File: src/rtl/tt_mux_ctrl_pkg.sv
// rtl/tt_mux_ctrl_pkg.sv - shared types and bus field offsets for the project mux controller
// Purpose: switch-sequence state enum, project bus widths, iw/ow field offsets.
package tt_mux_pkg;

    typedef enum logic [1:0] {
        ST_IDLE    = 2'd0,
        ST_ISOLATE = 2'd1,
        ST_RESET   = 2'd2,
        ST_ACTIVE  = 2'd3
    } state_e;

    localparam int IW_W = 18;
    localparam int OW_W = 24;

    // iw field offsets
    localparam int IW_CLK    = 0;
    localparam int IW_RST    = 1;
    localparam int IW_UI_LO  = 2;
    localparam int IW_UIO_LO = 10;

    // ow field offsets
    localparam int OW_UO_LO      = 0;
    localparam int OW_UIO_OUT_LO = 8;
    localparam int OW_UIO_OE_LO  = 16;

    function automatic int max_int(input int a, input int b);
        return (a > b) ? a : b;
    endfunction

endpackage

File: src/rtl/tt_mux_ctrl_if.sv
// rtl/tt_mux_ctrl_if.sv - selection request handshake and status bundle
// Ports: sel_valid/sel_en/sel_addr (request), sel_ready (accept),
//        sel_err/busy/cur_addr/cur_active (status back to the requester).
interface tt_mux_ctrl_if #(
    parameter int ADDR_W = 5
);
    logic              sel_valid;
    logic              sel_ready;
    logic              sel_en;
    logic [ADDR_W-1:0] sel_addr;
    logic              sel_err;
    logic              busy;
    logic [ADDR_W-1:0] cur_addr;
    logic              cur_active;

    modport master (
        output sel_valid, sel_en, sel_addr,
        input  sel_ready, sel_err, busy, cur_addr, cur_active
    );

    modport slave (
        input  sel_valid, sel_en, sel_addr,
        output sel_ready, sel_err, busy, cur_addr, cur_active
    );
endinterface

File: src/rtl/tt_mux_ctrl_ow_sel.sv
// rtl/tt_mux_ctrl_ow_sel.sv - registered N_PROJ:1 project output mux with zero-force
// Ports: clk, rst_n (async active-low); sel_addr/sel_active choose the slice;
//        ow_all concatenated project outputs; uo_out/uio_out/uio_oe registered result.
module tt_mux_ow_sel
    import tt_mux_pkg::*;
#(
    parameter int N_PROJ = 32,
    parameter int ADDR_W = 5
) (
    input  logic                   clk,
    input  logic                   rst_n,
    input  logic [ADDR_W-1:0]      sel_addr,
    input  logic                   sel_active,
    input  logic [OW_W*N_PROJ-1:0] ow_all,
    output logic [7:0]             uo_out,
    output logic [7:0]             uio_out,
    output logic [7:0]             uio_oe
);

    logic [OW_W-1:0] ow_d, ow_q;

    // Outputs idle (including uio_oe=0) whenever no project is fully active.
    always_comb begin
        ow_d = '0;
        if (sel_active) begin
            for (int i = 0; i < N_PROJ; i++) begin
                if (sel_addr == ADDR_W'(i)) begin
                    ow_d = ow_all[i*OW_W +: OW_W];
                end
            end
        end
    end

    always_ff @(posedge clk or negedge rst_n) begin
        if (!rst_n) begin
            ow_q <= '0;
        end else begin
            ow_q <= ow_d;
        end
    end

    assign uo_out  = ow_q[OW_UO_LO      +: 8];
    assign uio_out = ow_q[OW_UIO_OUT_LO +: 8];
    assign uio_oe  = ow_q[OW_UIO_OE_LO  +: 8];

endmodule

File: src/rtl/tt_mux_ctrl.sv
// rtl/tt_mux_ctrl.sv - project selection controller: isolate, reset, release sequencing
// Ports: clk, rst_n (async active-low); sel (request/status interface);
//        ui_in/uio_in/proj_rst_n pad inputs; iw broadcast project input bus;
//        ena one-hot-or-zero enables; ow_all project outputs; uo_out/uio_out/uio_oe muxed outputs.
module tt_mux_ctrl
    import tt_mux_pkg::*;
#(
    parameter int N_PROJ     = 32,
    parameter int ADDR_W     = 5,
    parameter int ISO_CYCLES = 4,
    parameter int RST_CYCLES = 8
) (
    input  logic                   clk,
    input  logic                   rst_n,
    tt_mux_ctrl_if.slave           sel,
    input  logic [7:0]             ui_in,
    input  logic [7:0]             uio_in,
    input  logic                   proj_rst_n,
    output logic [IW_W-1:0]        iw,
    output logic [N_PROJ-1:0]      ena,
    input  logic [OW_W*N_PROJ-1:0] ow_all,
    output logic [7:0]             uo_out,
    output logic [7:0]             uio_out,
    output logic [7:0]             uio_oe
);

    localparam int CNT_W = $clog2(max_int(ISO_CYCLES, RST_CYCLES) + 1);
    // Counters load N-1 on state entry and leave when they reach zero,
    // so each phase lasts exactly N cycles.
    localparam logic [CNT_W-1:0] ISO_LOAD = CNT_W'(ISO_CYCLES - 1);
    localparam logic [CNT_W-1:0] RST_LOAD = CNT_W'(RST_CYCLES - 1);

    state_e            state_d, state_q;
    logic [CNT_W-1:0]  cnt_d, cnt_q;
    logic [ADDR_W-1:0] tgt_d, tgt_q;
    logic [N_PROJ-1:0] ena_d, ena_q;
    logic              err_d, err_q;

    logic              ready;
    logic              accept;
    logic              addr_ok;
    logic              is_active;
    logic              pass_in;
    logic [ADDR_W-1:0] cur_addr;

    assign ready     = (state_q == ST_IDLE) || (state_q == ST_ACTIVE);
    assign accept    = sel.sel_valid && ready;
    assign addr_ok   = {1'b0, sel.sel_addr} < (ADDR_W+1)'(N_PROJ);
    assign is_active = (state_q == ST_ACTIVE);
    assign pass_in   = (state_q == ST_RESET) || is_active;
    assign cur_addr  = pass_in ? tgt_q : '0;

    always_comb begin
        state_d = state_q;
        cnt_d   = cnt_q;
        tgt_d   = tgt_q;
        ena_d   = ena_q;
        err_d   = err_q;
        case (state_q)
            ST_IDLE, ST_ACTIVE: begin
                if (accept) begin
                    err_d = 1'b0;
                    if (!sel.sel_en || !addr_ok) begin
                        err_d   = sel.sel_en;
                        state_d = ST_IDLE;
                        ena_d   = '0;
                        tgt_d   = '0;
                    end else if (!(is_active && sel.sel_addr == tgt_q)) begin
                        // Re-selecting the running project is a no-op; anything
                        // else drops ena first so old and new never overlap.
                        state_d = ST_ISOLATE;
                        cnt_d   = ISO_LOAD;
                        tgt_d   = sel.sel_addr;
                        ena_d   = '0;
                    end
                end
            end
            ST_ISOLATE: begin
                if (cnt_q == '0) begin
                    state_d = ST_RESET;
                    cnt_d   = RST_LOAD;
                    for (int i = 0; i < N_PROJ; i++) begin
                        ena_d[i] = (tgt_q == ADDR_W'(i));
                    end
                end else begin
                    cnt_d = cnt_q - CNT_W'(1);
                end
            end
            ST_RESET: begin
                if (cnt_q == '0) begin
                    state_d = ST_ACTIVE;
                end else begin
                    cnt_d = cnt_q - CNT_W'(1);
                end
            end
            default: begin
                state_d = ST_IDLE;
                ena_d   = '0;
            end
        endcase
    end

    always_ff @(posedge clk or negedge rst_n) begin
        if (!rst_n) begin
            state_q <= ST_IDLE;
            cnt_q   <= '0;
            tgt_q   <= '0;
            ena_q   <= '0;
            err_q   <= 1'b0;
        end else begin
            state_q <= state_d;
            cnt_q   <= cnt_d;
            tgt_q   <= tgt_d;
            ena_q   <= ena_d;
            err_q   <= err_d;
        end
    end

    // Pad inputs reach the projects only once one is enabled; the project
    // reset stays low until the sequence has reached ACTIVE.
    always_comb begin
        iw                   = '0;
        iw[IW_CLK]           = clk;
        iw[IW_RST]           = proj_rst_n && is_active;
        iw[IW_UI_LO  +: 8]   = pass_in ? ui_in  : 8'h00;
        iw[IW_UIO_LO +: 8]   = pass_in ? uio_in : 8'h00;
    end

    assign ena            = ena_q;
    assign sel.sel_ready  = ready;
    assign sel.sel_err    = err_q;
    assign sel.busy       = (state_q == ST_ISOLATE) || (state_q == ST_RESET);
    assign sel.cur_addr   = cur_addr;
    assign sel.cur_active = is_active;

    tt_mux_ow_sel #(
        .N_PROJ (N_PROJ),
        .ADDR_W (ADDR_W)
    ) u_ow_sel (
        .clk        (clk),
        .rst_n      (rst_n),
        .sel_addr   (cur_addr),
        .sel_active (is_active),
        .ow_all     (ow_all),
        .uo_out     (uo_out),
        .uio_out    (uio_out),
        .uio_oe     (uio_oe)
    );

endmodule

File: src/flat_wrapper.sv
// flat-port wrapper written by rule: the top's interface ports become plain ports
module tt_mux_ctrl_flat import tt_mux_pkg::*;
#(
    parameter int N_PROJ     = 32,
    parameter int ADDR_W     = 5,
    parameter int ISO_CYCLES = 4,
    parameter int RST_CYCLES = 8
)
  (clk, rst_n, ui_in, uio_in, proj_rst_n, iw, ena, ow_all, uo_out, uio_out, uio_oe, sel_sel_valid, sel_sel_en, sel_sel_addr, sel_sel_ready, sel_sel_err, sel_busy, sel_cur_addr, sel_cur_active);
  tt_mux_ctrl_if #(.ADDR_W(ADDR_W)) sel_i ();
  input  logic clk;
  input  logic rst_n;
  input  logic [7:0] ui_in;
  input  logic [7:0] uio_in;
  input  logic proj_rst_n;
  output logic [IW_W-1:0] iw;
  output logic [N_PROJ-1:0] ena;
  input  logic [OW_W*N_PROJ-1:0] ow_all;
  output logic [7:0] uo_out;
  output logic [7:0] uio_out;
  output logic [7:0] uio_oe;
  input wire logic [$bits(sel_i.sel_valid)-1:0] sel_sel_valid;
  input wire logic [$bits(sel_i.sel_en)-1:0] sel_sel_en;
  input wire logic [$bits(sel_i.sel_addr)-1:0] sel_sel_addr;
  output wire logic [$bits(sel_i.sel_ready)-1:0] sel_sel_ready;
  output wire logic [$bits(sel_i.sel_err)-1:0] sel_sel_err;
  output wire logic [$bits(sel_i.busy)-1:0] sel_busy;
  output wire logic [$bits(sel_i.cur_addr)-1:0] sel_cur_addr;
  output wire logic [$bits(sel_i.cur_active)-1:0] sel_cur_active;
  assign sel_i.sel_valid = sel_sel_valid;
  assign sel_i.sel_en = sel_sel_en;
  assign sel_i.sel_addr = sel_sel_addr;
  assign sel_sel_ready = sel_i.sel_ready;
  assign sel_sel_err = sel_i.sel_err;
  assign sel_busy = sel_i.busy;
  assign sel_cur_addr = sel_i.cur_addr;
  assign sel_cur_active = sel_i.cur_active;
  tt_mux_ctrl #(.N_PROJ(N_PROJ), .ADDR_W(ADDR_W), .ISO_CYCLES(ISO_CYCLES), .RST_CYCLES(RST_CYCLES)) u_core (.clk(clk), .rst_n(rst_n), .sel(sel_i), .ui_in(ui_in), .uio_in(uio_in), .proj_rst_n(proj_rst_n), .iw(iw), .ena(ena), .ow_all(ow_all), .uo_out(uo_out), .uio_out(uio_out), .uio_oe(uio_oe));
endmodule
File: config.mk
export PLATFORM = sky130hd
export DESIGN_NAME = tt_mux_ctrl_flat
export DESIGN_NICKNAME = d
export VERILOG_FILES = /design/src/rtl/tt_mux_ctrl_pkg.sv /design/src/rtl/tt_mux_ctrl_if.sv /design/src/rtl/tt_mux_ctrl_ow_sel.sv /design/src/rtl/tt_mux_ctrl.sv /design/src/flat_wrapper.sv
export SDC_FILE = /design/constraint.sdc
export NUM_CORES = 1
export LEC_CHECK = 0
export CAP_MARGIN = 20
export CORE_AREA = 3 3 345 347
export DETAILED_ROUTE_END_ITERATION = 8
export DIE_AREA = 0 0 348 350
export PLACE_DENSITY_LB_ADDON = 0.05
export REMOVE_ABC_BUFFERS = 1
export SLEW_MARGIN = 20
export SYNTH_ARGS = -nofsm -noshare
export SYNTH_HDL_FRONTEND = slang
export SYNTH_SLANG_ARGS = --single-unit
File: constraint.sdc
create_clock -name clk -period 2.7 [get_ports clk]
set_input_delay 0.675 -clock clk [delete_from_list [all_inputs] [get_ports clk]]
set_output_delay 0.675 -clock clk [all_outputs]
set_load 0.05 [all_outputs]
# Yosys cells after proc, flatten, opt, wreduce, memory -nomap -nowiden
# Index checks and enable logic that the tools add are counted.
dict set report totals {
  regBits 67
  latchBits 0
  ram_bits 0
  romBits 0
  inputBits 794
  out_inout_bits 83
  wordCells 151
  n_memories 0
}
dict set report op_classes {
  add_sub_neg 1
  multipliers 0
  div 0
  magnitude_cmp 0
  n_eq_ne 74
  shift 0
  mux 55
  bitwise_logic 0
  n_reduce_logical 16
}
# operator count
set ops {}
lappend ops {{2-to-1 mux 24 bit} 33}
lappend ops {{equality test 5 bit (second input constant)} 32}
lappend ops {{2-to-1 mux 32 bit} 4}
lappend ops {{equality test 5 x 4 -> 1 bit (second input constant)} 16}
lappend ops {{case mux 32 bit (2 select lines)} 1}
lappend ops {{equality test 5 x 3 -> 1 bit (second input constant)} 8}
lappend ops {{equality test 5 x 2 -> 1 bit (second input constant)} 4}
lappend ops {{2-to-1 mux 4 bit} 5}
lappend ops {{2-to-1 mux 8 bit} 2}
lappend ops {{2-to-1 mux 5 bit} 3}
lappend ops {{case mux 4 bit (3 select lines)} 1}
lappend ops {{AND reduction 4 bit} 3}
lappend ops {{equality test 5 x 1 -> 1 bit (second input constant)} 2}
lappend ops {{zero test 5 bit} 2}
lappend ops {{2-to-1 mux 2 bit} 5}
lappend ops {{!= test 2 bit (second input constant)} 5}
lappend ops {{case mux 2 bit (3 select lines)} 1}
lappend ops {{equality test 5 bit} 1}
lappend ops {{equality test 2 bit (second input constant)} 2}
lappend ops {{zero test 4 bit} 1}
lappend ops {{!= test 2 x 1 -> 1 bit (second input constant)} 2}
lappend ops {{subtractor 4 x 1 -> 4 bit (second input constant)} 1}
lappend ops {{logical AND 1 bit} 3}
lappend ops {{logical OR 1 bit} 3}
lappend ops {{other kinds (6)} 6}

# Longest topological paths before layout
dict set report depth {
  ltp_word 37
  ltp_mapped 12
  depth_no_buf 9
}

# By module
# A second synthesis with hierarchy kept.
dict set report unflattened {
  hier_cells 1351
  hier_area_um2 10105.9
}
# module n_inst cells_each area_per_inst_um2 seq_area_each_um2
set modules_own_cells {}
lappend modules_own_cells {tt_mux_ow_sel 1 1118 7592.3 600.6}
lappend modules_own_cells {tt_mux_ctrl 1 233 2513.7 1076.0}

==> results.md <==
- The flow ran to the end, but the final reports show violations.
- The final reports fail on setup timing.
- Summed over all cells, the static leakage comes to 9.536 nW.
- Entering global routing, the biggest net connects 65 pins.
- The power spent charging and discharging nets is 16.41 mW.
- The number of design rule violations left after detail routing is 0.
- The layout has 12.92k filler cells.
- After synthesis, the most frequently instantiated cells are sky130_fd_sc_hd__nand2_1, sky130_fd_sc_hd__a21oi_1, sky130_fd_sc_hd__o21ai_0.
- The detailed-placement wirelength estimate is between 100000 and 150000 µm.
- Summed over all layers, the global routing overflow is 0.
- The count of max-cap constraint violations is 0.
- The via count of the first global-routing pass is 20.09k.
- The area added between synthesis and finish is 144.6%.
- The synthesized area per cell is 7.258 µm².
- At the end of routability-driven placement, the weighted congestion stood at 0.8569.
- The first detailed-routing pass took 7 iterations.
- The number of pins exceeding their max-slew limit in the final report was 0.
- The number of antenna violations at the first check in global routing came to 58.
- Setup repair after global routing could not meet its margin everywhere.
- The worst-case headroom to the max-slew limit is 0.4067.
- Port buffering added 875 buffers.
- The number of DRC violations after detailed-routing iteration 0 is roughly 1.5k.
- The depth of the worst register-to-register path is 11.
- The share of cells above drive strength 1 is 0.2487.
- The most used flip-flop cell after synthesis is sky130_fd_sc_hd__dfrtp_1.
- Of the total power, the clock network draws 0.060.
- The share of synthesized area occupied by flip-flops and latches is 0.1559.
- The post-CTS clock slew at the launch and capture registers of the worst setup and hold paths is 0.09 ns.
- Yosys printed 0 warnings.
- For this run, asynchronously set or reset flops after synthesis account for 1.000.
- The detailed-route vias per instance is 4.523.
- between 800 and 900 I/O pins were placed.
- The part of the power in combinational logic is 0.891.
- The total routing usage reported by global routing is 0.2565.
- The starting density of the core is 0.09257.
- After detailed routing, the average wire length per cell comes to a little under 40 µm.
- For the worst setup path, the data required time is 3.13 ns.
- The critical path launch point type is a register.
- At the worst endpoint, the arrival time is 3.17 ns.
- In the finished design, the share of the clock period the worst path needs comes to 1.018.
- The cell area after placement is 0.02417 mm².
- The maximum fanout encountered on the critical timing path is 6.
- The clock latency on the worst-skew pair is 0.51 ns.
- The routed layout has 18.80k vias.
- For this run, the post-layout net count is about 3.4k.
- The share of synthesized area in the top cell type comes to 0.1559.
- The minimum clock period is 2.748 ns.
- Setup violations remaining at the end of the flow were counted as 2.
- The final layout contains routed wiring with a total length of about 160000 µm.
- Of the total power, the share spent switching nets is 0.5685.
- For the pin with the worst max-slew slack, the measured transition is 0.8806 ns.
- The post-synthesis cell count is roughly 1.5k.
- The finished cells cover 0.02631 mm².
- Across the whole layout, storage elements account for 0.001693 mm².
- The site row count is 125.
- After clock tree synthesis, the flow added hold-fix buffers numbering 0.
- The floorplan step defined a die boundary enclosing 0.1218 mm².
- The worst vdd rail ir drop is roughly 0.55 mV.
- The critical path starts at u_core.tgt_q[0].
- The cell-internal power is 12.45 mW.
- The share of total power dissipated in sequential elements is 0.049.
- The category of the worst setup path capture point is a register.
- The path type of the worst setup path is register to register.
- Summed over all failing endpoints, the final setup total negative slack is -0.06488 ns.
- Timing analysis after detailed placement gives a worst setup slack of -0.5514 ns.
- The final worst setup slack is -0.04846 ns.
- The path class of the tightest hold or removal check is primary input to async pin.
- The synthesized design spends more area on one cell type than any other, namely sky130_fd_sc_hd__dfrtp_1.
- After synthesis the netlist holds a flip-flop and latch count of 67.
- The placeable core area is approximately 0.12 mm².
- The leading cell type by number of instances after synthesis is sky130_fd_sc_hd__nand2_1.
- The mapped netlist covers 0.01076 mm².
- The areal power density over the cells is 1097 mW/mm².
- The hold violation total from the final report is 0.
- The number of enable-type register cells in the synthesized netlist is 0.
- By area the synthesized netlist is led by sky130_fd_sc_hd__dfrtp_1, sky130_fd_sc_hd__a22oi_1, sky130_fd_sc_hd__a21oi_1, sky130_fd_sc_hd__nand2_1, sky130_fd_sc_hd__o21ai_0.
- The start of the worst register-to-register path is u_core.tgt_q[0].
- The width of the die is roughly 350 µm.
- The maximum achievable frequency is 363.8 MHz.
- The first global-routing pass estimated roughly 210000 µm of wire.
- Synthesis instantiated 95 different standard cells from the library.
- The multi-input gate area in the final layout is 0.009005 mm².
- The antenna violation net count after detailed routing is 0.
- The final setup skew is 0.02450 ns.
- The clock tree from TritonCTS is done.
- The die span in y is 350 µm.
- The final total power is 28.86 mW.
-- power by group through the flow --
stage | Combinational [mW] | Sequential [mW] | Clock (mW)
finish | 25.7 | 1.42 | 1.73
CTS | 24.9 | 1.41 | 1.81
global placement | 23.1 | 1.42 | 0.0855
detailed placement | 23.1 | 1.42 | 0.0855
floorplan | 7.17 | 2.47 | 0
global route | 26.7 | 1.44 | 1.81
-- through the flow --
stage          std cells  hold WS, ns    util
2_1_floorplan       1311       0.3794       -
3_3_place_gp        4040       0.4710  0.2079
3_5_place_dp        4041       0.4701  0.2080
4_1_cts             4120       0.1961  0.2204
5_1_grt             4139       0.2124  0.2260
6_report            4157       0.1838  0.2264
-- worst max-delay path, stage by stage, from the launching register on --
cell	delay (ns)
sky130_fd_sc_hd__dfrtp_4	0.55
sky130_fd_sc_hd__buf_12	0.18
sky130_fd_sc_hd__buf_16	0.13
sky130_fd_sc_hd__buf_12	0.14
sky130_fd_sc_hd__nor2b_4	0.20
sky130_fd_sc_hd__buf_4	0.16
sky130_fd_sc_hd__buf_12	0.12
sky130_fd_sc_hd__a22oi_1	0.15
sky130_fd_sc_hd__o22a_1	0.27
sky130_fd_sc_hd__a31oi_2	0.36
sky130_fd_sc_hd__o21ai_0	0.17
sky130_fd_sc_hd__a31oi_1	0.22
-- state kept, by name (all words and copies together) (netlist names) --
signal and flops:
u_core.state_q 2, u_core.cnt_q 4, u_core.tgt_q 5, u_core.u_ow_sel.ow_q 24, u_core.ena 32
-- routing by layer --
layer	part of all wire	GRT usage
met2	0.50	0.4644
met5	0.0016	0
met4	0.013	0.02800
met1	0.43	0.3199
met3	0.059	0.05487
-- timing repair --
action / in CTS / in global routing
resized for setup: 103 / 103
gates cloned: 7 / 3
pin swaps: 25 / 34
buffers inserted: 53 / 13
setup endpoints to repair: 46 / 68
-- final timing paths --
kind	slack [ns]	end
min in group clk	0.48	u_core.ena[8]
max	-0.05	u_core.u_ow_sel.ow_q[7]
max in group asynchronous	1.77	u_core.ena[23]
min reg2reg	0.48	u_core.ena[8]
max reg2reg	-0.05	u_core.u_ow_sel.ow_q[7]
min	0.18	u_core.ena[31]
-- layout by cell type (no fill, tap or decap), types with 10 or more instances in the layout --
cell type	n
sky130_fd_sc_hd__clkdlybuf4s50_1	847
sky130_fd_sc_hd__a21oi_1	112
sky130_fd_sc_hd__a31oi_1	22
sky130_fd_sc_hd__nor2b_1	14
sky130_fd_sc_hd__nand4_1	10
sky130_fd_sc_hd__buf_4	308
sky130_fd_sc_hd__buf_12	84
sky130_fd_sc_hd__diode_2	23
sky130_fd_sc_hd__buf_6	23
sky130_fd_sc_hd__nand3_1	32
sky130_fd_sc_hd__mux2i_1	29
sky130_fd_sc_hd__a22oi_1	76
sky130_fd_sc_hd__mux2_2	25
sky130_fd_sc_hd__and2_1	27
sky130_fd_sc_hd__a22o_1	39
sky130_fd_sc_hd__nor2_4	11
sky130_fd_sc_hd__o221ai_1	18
sky130_fd_sc_hd__clkbuf_16	15
sky130_fd_sc_hd__nand2_1	141
sky130_fd_sc_hd__o21a_1	12
sky130_fd_sc_hd__o21ai_0	93
sky130_fd_sc_hd__nor2_1	79
sky130_fd_sc_hd__a221oi_1	25
sky130_fd_sc_hd__o211ai_1	13
sky130_fd_sc_hd__nor3_1	24
sky130_fd_sc_hd__o31ai_1	37
sky130_fd_sc_hd__a211o_1	10
sky130_fd_sc_hd__a222oi_1	10
sky130_fd_sc_hd__a211oi_1	12
sky130_fd_sc_hd__o21ai_1	13
sky130_fd_sc_hd__dfrtp_1	62
sky130_fd_sc_hd__a32oi_1	20
sky130_fd_sc_hd__nor4_1	10
sky130_fd_sc_hd__a221oi_2	13
sky130_fd_sc_hd__o22ai_1	38
-- cell type report --
type                            count  share of cell area
Antenna cell                       23            0.002188
Clock buffer                       13             0.01175
Clock inverter                      7            0.003139
Inverter                           13            0.003567
Multi-Input combinational cell   1231              0.3423
Sequential cell                    67             0.06435
Tap cell                         1524             0.07249
Timing Repair Buffer             1279              0.5002
-- logic make-up (layout without fill, tap and decap cells) --
logic type	count (synthesis)	in the layout	share of synthesized area
xor+xnor	5	5	0.004071
fa+ha+maj	4	4	0.004653
simple gates	453	453	0.2205
mux	57	57	0.05607
other cells	1	24	0.0003486
compound gates	711	711	0.4705
flops	67	67	0.1559
buf+inv	184	1312	0.08794
No activity file was read; power rests on OpenSTA's default activity.
==> patch: new RTL, same flow settings <==
The package constant `IW_UI_LO` goes from 2 to 1.
--- a/src/rtl/tt_mux_ctrl_pkg.sv
+++ b/src/rtl/tt_mux_ctrl_pkg.sv
@@ -17,3 +17,3 @@
     localparam int IW_RST    = 1;
-    localparam int IW_UI_LO  = 2;
+    localparam int IW_UI_LO  = 1;
     localparam int IW_UIO_LO = 10;
Check against the original RTL: no difference found for any inputs over 4 cycles, from zero or initial values and one cycle with rst_n low; that may be too few to reach the edited logic, so the function may still have changed.
==> patch against the unedited design <==
- the run still ends with setup timing left
- non-clock buffer count up 75
- cell area fell by 3.1%
- worst hold slack worse by 59 ps
- core utilization down 0.70 points
- total power down 45%
- count of clock-buffer cells in the layout did not move
- area after synthesis down 17%
- sequential share of layout area is 0.16 points higher
- wire length down 12%
- worst setup slack worse by 320 ps
- sequential cell count unchanged
- critical endpoint unchanged
==> patch: results (changes against the unedited design) <==
- Main flop type after synthesis: dfrtp_1
- Status: finished, violations left
- Fin Setup TNS: -5174 ps (-5109 ps)
- Worst IR Drop VDD: 0.3352 mV (-39%)
- Initial DRC count: 1099 (-25%)
- Total grt overflow: 0 (unchanged)
- CTS clk-pin slew, worst paths: 80 ps
- Post-Synth Adder-Cell Area: 0.5638% (+0.098 points)
- Max_slew headroom: 36.01% (-4.7 points)
- Crit-path slowest cell: a222oi_1
- Switching power: 0.007949 W (-52%)
- Count of cell types in the netlist: 84 (-12%)
- LEAKAGE: 9.394 nW (-1.5%)
- Share of post-route cells with drive strength above 1: 30.54% (+5.7 points)
- CP max FO: 7 (+1)
- XOR/XNOR Fraction of Synth Area: 0.4933% (+0.086 points)
- Vias in the first global route: 17760 (-12%)
- Vias per cell: 4.202 (-7.1%)
- Commonest cells in the synthesized netlist: a22oi_1 (140), nand2_1 (114), nor2_1 (88), o21ai_0 (82), a21oi_1 (80)
- GRT Util Overall: 22.70% (-3.0 points)
- Drt total wl: 144.8 mm (-12%)
- Synth top area cells: dfrtp_1 (19%), a22oi_1 (12%), a221oi_1 (5.3%), nand2_1 (4.8%), o21ai_0 (4.6%)
- Routability cong.: 0.8712 (+1.7%)
- Final setup vio count: 41 (+39)
- Largest net degree at the start of global routing: 39 (-40%)
- Post-synthesis sequential area ratio: 18.89% (+3.3 points)
- Compound-Gate Fraction of Synth Area: 49.65% (+2.6 points)
- Hold crit path type: in -> async
- Ys Warns: 0 (unchanged)
- Filler instances: 12780 (-1.1%)
- Synth async-reset ratio: 100.0% (unchanged)
- TritonRoute pass-1 iters: 6 (-1)
- Post-synthesis mux area share: 0.2255% (-5.4 points)
- Failing checks: setup timing
- Layout net count: 3229 (-5.1%)
- Global-route wire length before repair: 182.5 mm (-12%)
- Worst setup margin: -365.1 ps (-316.7 ps)
- Final setup skew: 9.717 ps (-14.78 ps)
- IO Port Bufs: 873 (-0.23%)
- Antenna violations before repair: 67 (+16%)
- Crit-path max cell delay: 720 ps (+170 ps)
- WP data arrival: 3470 ps (+300 ps)
- Final HPWL DP: 126.0 mm (-7.5%)
## patch: worst paths after layout
kind	slack, ps	from	depth (start not counted)	endpoint
min	120	rst_n	1	u_core.cnt_q[0]
min reg2reg	480	u_core.ena[15]	2	u_core.ena[15]
min in group clk	480	u_core.ena[15]	2	u_core.ena[15]
max	-370	u_core.state_q[0]	13	u_core.u_ow_sel.ow_q[7]
max reg2reg	-370	u_core.state_q[0]	13	u_core.u_ow_sel.ow_q[7]
max in group asynchronous	1830	rst_n	2	u_core.u_ow_sel.ow_q[3]
## patch: layout make-up
cell class	count	area [µm²]	share of cell area, %
flip-flops and latches	67	1682	6.598
clock buffers	13	309.0	1.213
repair buffers	1354	13650	53.57
inverters	14	57.56	0.2258
well taps	1524	1907	7.482
multi-input cells	981	7766	30.47
clock inverters	7	60.06	0.2356
diodes	21	52.55	0.2062
## patch: through the flow
step | hold WS (ps) | instance area [µm²] | worst slack (ps) | cells
floorplan | 379.4 | 8238 | -2326 | 1062
global placement | 465.9 | 22990 | -969.6 | 3862
detailed placement | 472.5 | 22990 | -922.8 | 3862
CTS | 130.4 | 24530 | -421.9 | 3929
global route | 142.7 | 25450 | -375.6 | 3968
finish | 124.6 | 25490 | -365.1 | 3981
## patch: cells by family after synthesis
logic type | after synthesis
AND/OR/NAND/NOR | 364
adder cells (fa/ha/maj) | 4
XOR/XNOR | 5
buffers and inverters | 139
AO/OA/AOI/OAI | 604
multiplexers | 2
other | 1
flip-flops | 67
## patch: repair_timing
action,4_1_cts,5_1_grt
cloned,0,1
gates resized for setup,177,139
setup buffers,49,40
hold endpoints to repair,0,0
pin swaps,70,58
endpoints found under the setup margin,48,46
## patch: metal layers
layer | vias up | wire (µm) | global-route usage (%)
met1 | 8425 | 58300 | 26.39
met3 | 131 | 9281 | 6.098
met2 | 733 | 75230 | 42.42
met5 | - | 298 | 0
met4 | 46 | 1732 | 2.800
li1 | 7394 | - | -
## patch: power groups by stage
stage / clock, W / combinational, W / sequential (W)
5_1_grt: 0.00172 / 0.0136 / 0.00132
6_report: 0.00163 / 0.0129 / 0.00130
2_1_floorplan: 0 / 0.00325 / 0.00179
3_3_place_gp: 0.0000855 / 0.0114 / 0.00132
3_5_place_dp: 0.0000855 / 0.0114 / 0.00133
4_1_cts: 0.00170 / 0.0126 / 0.00129
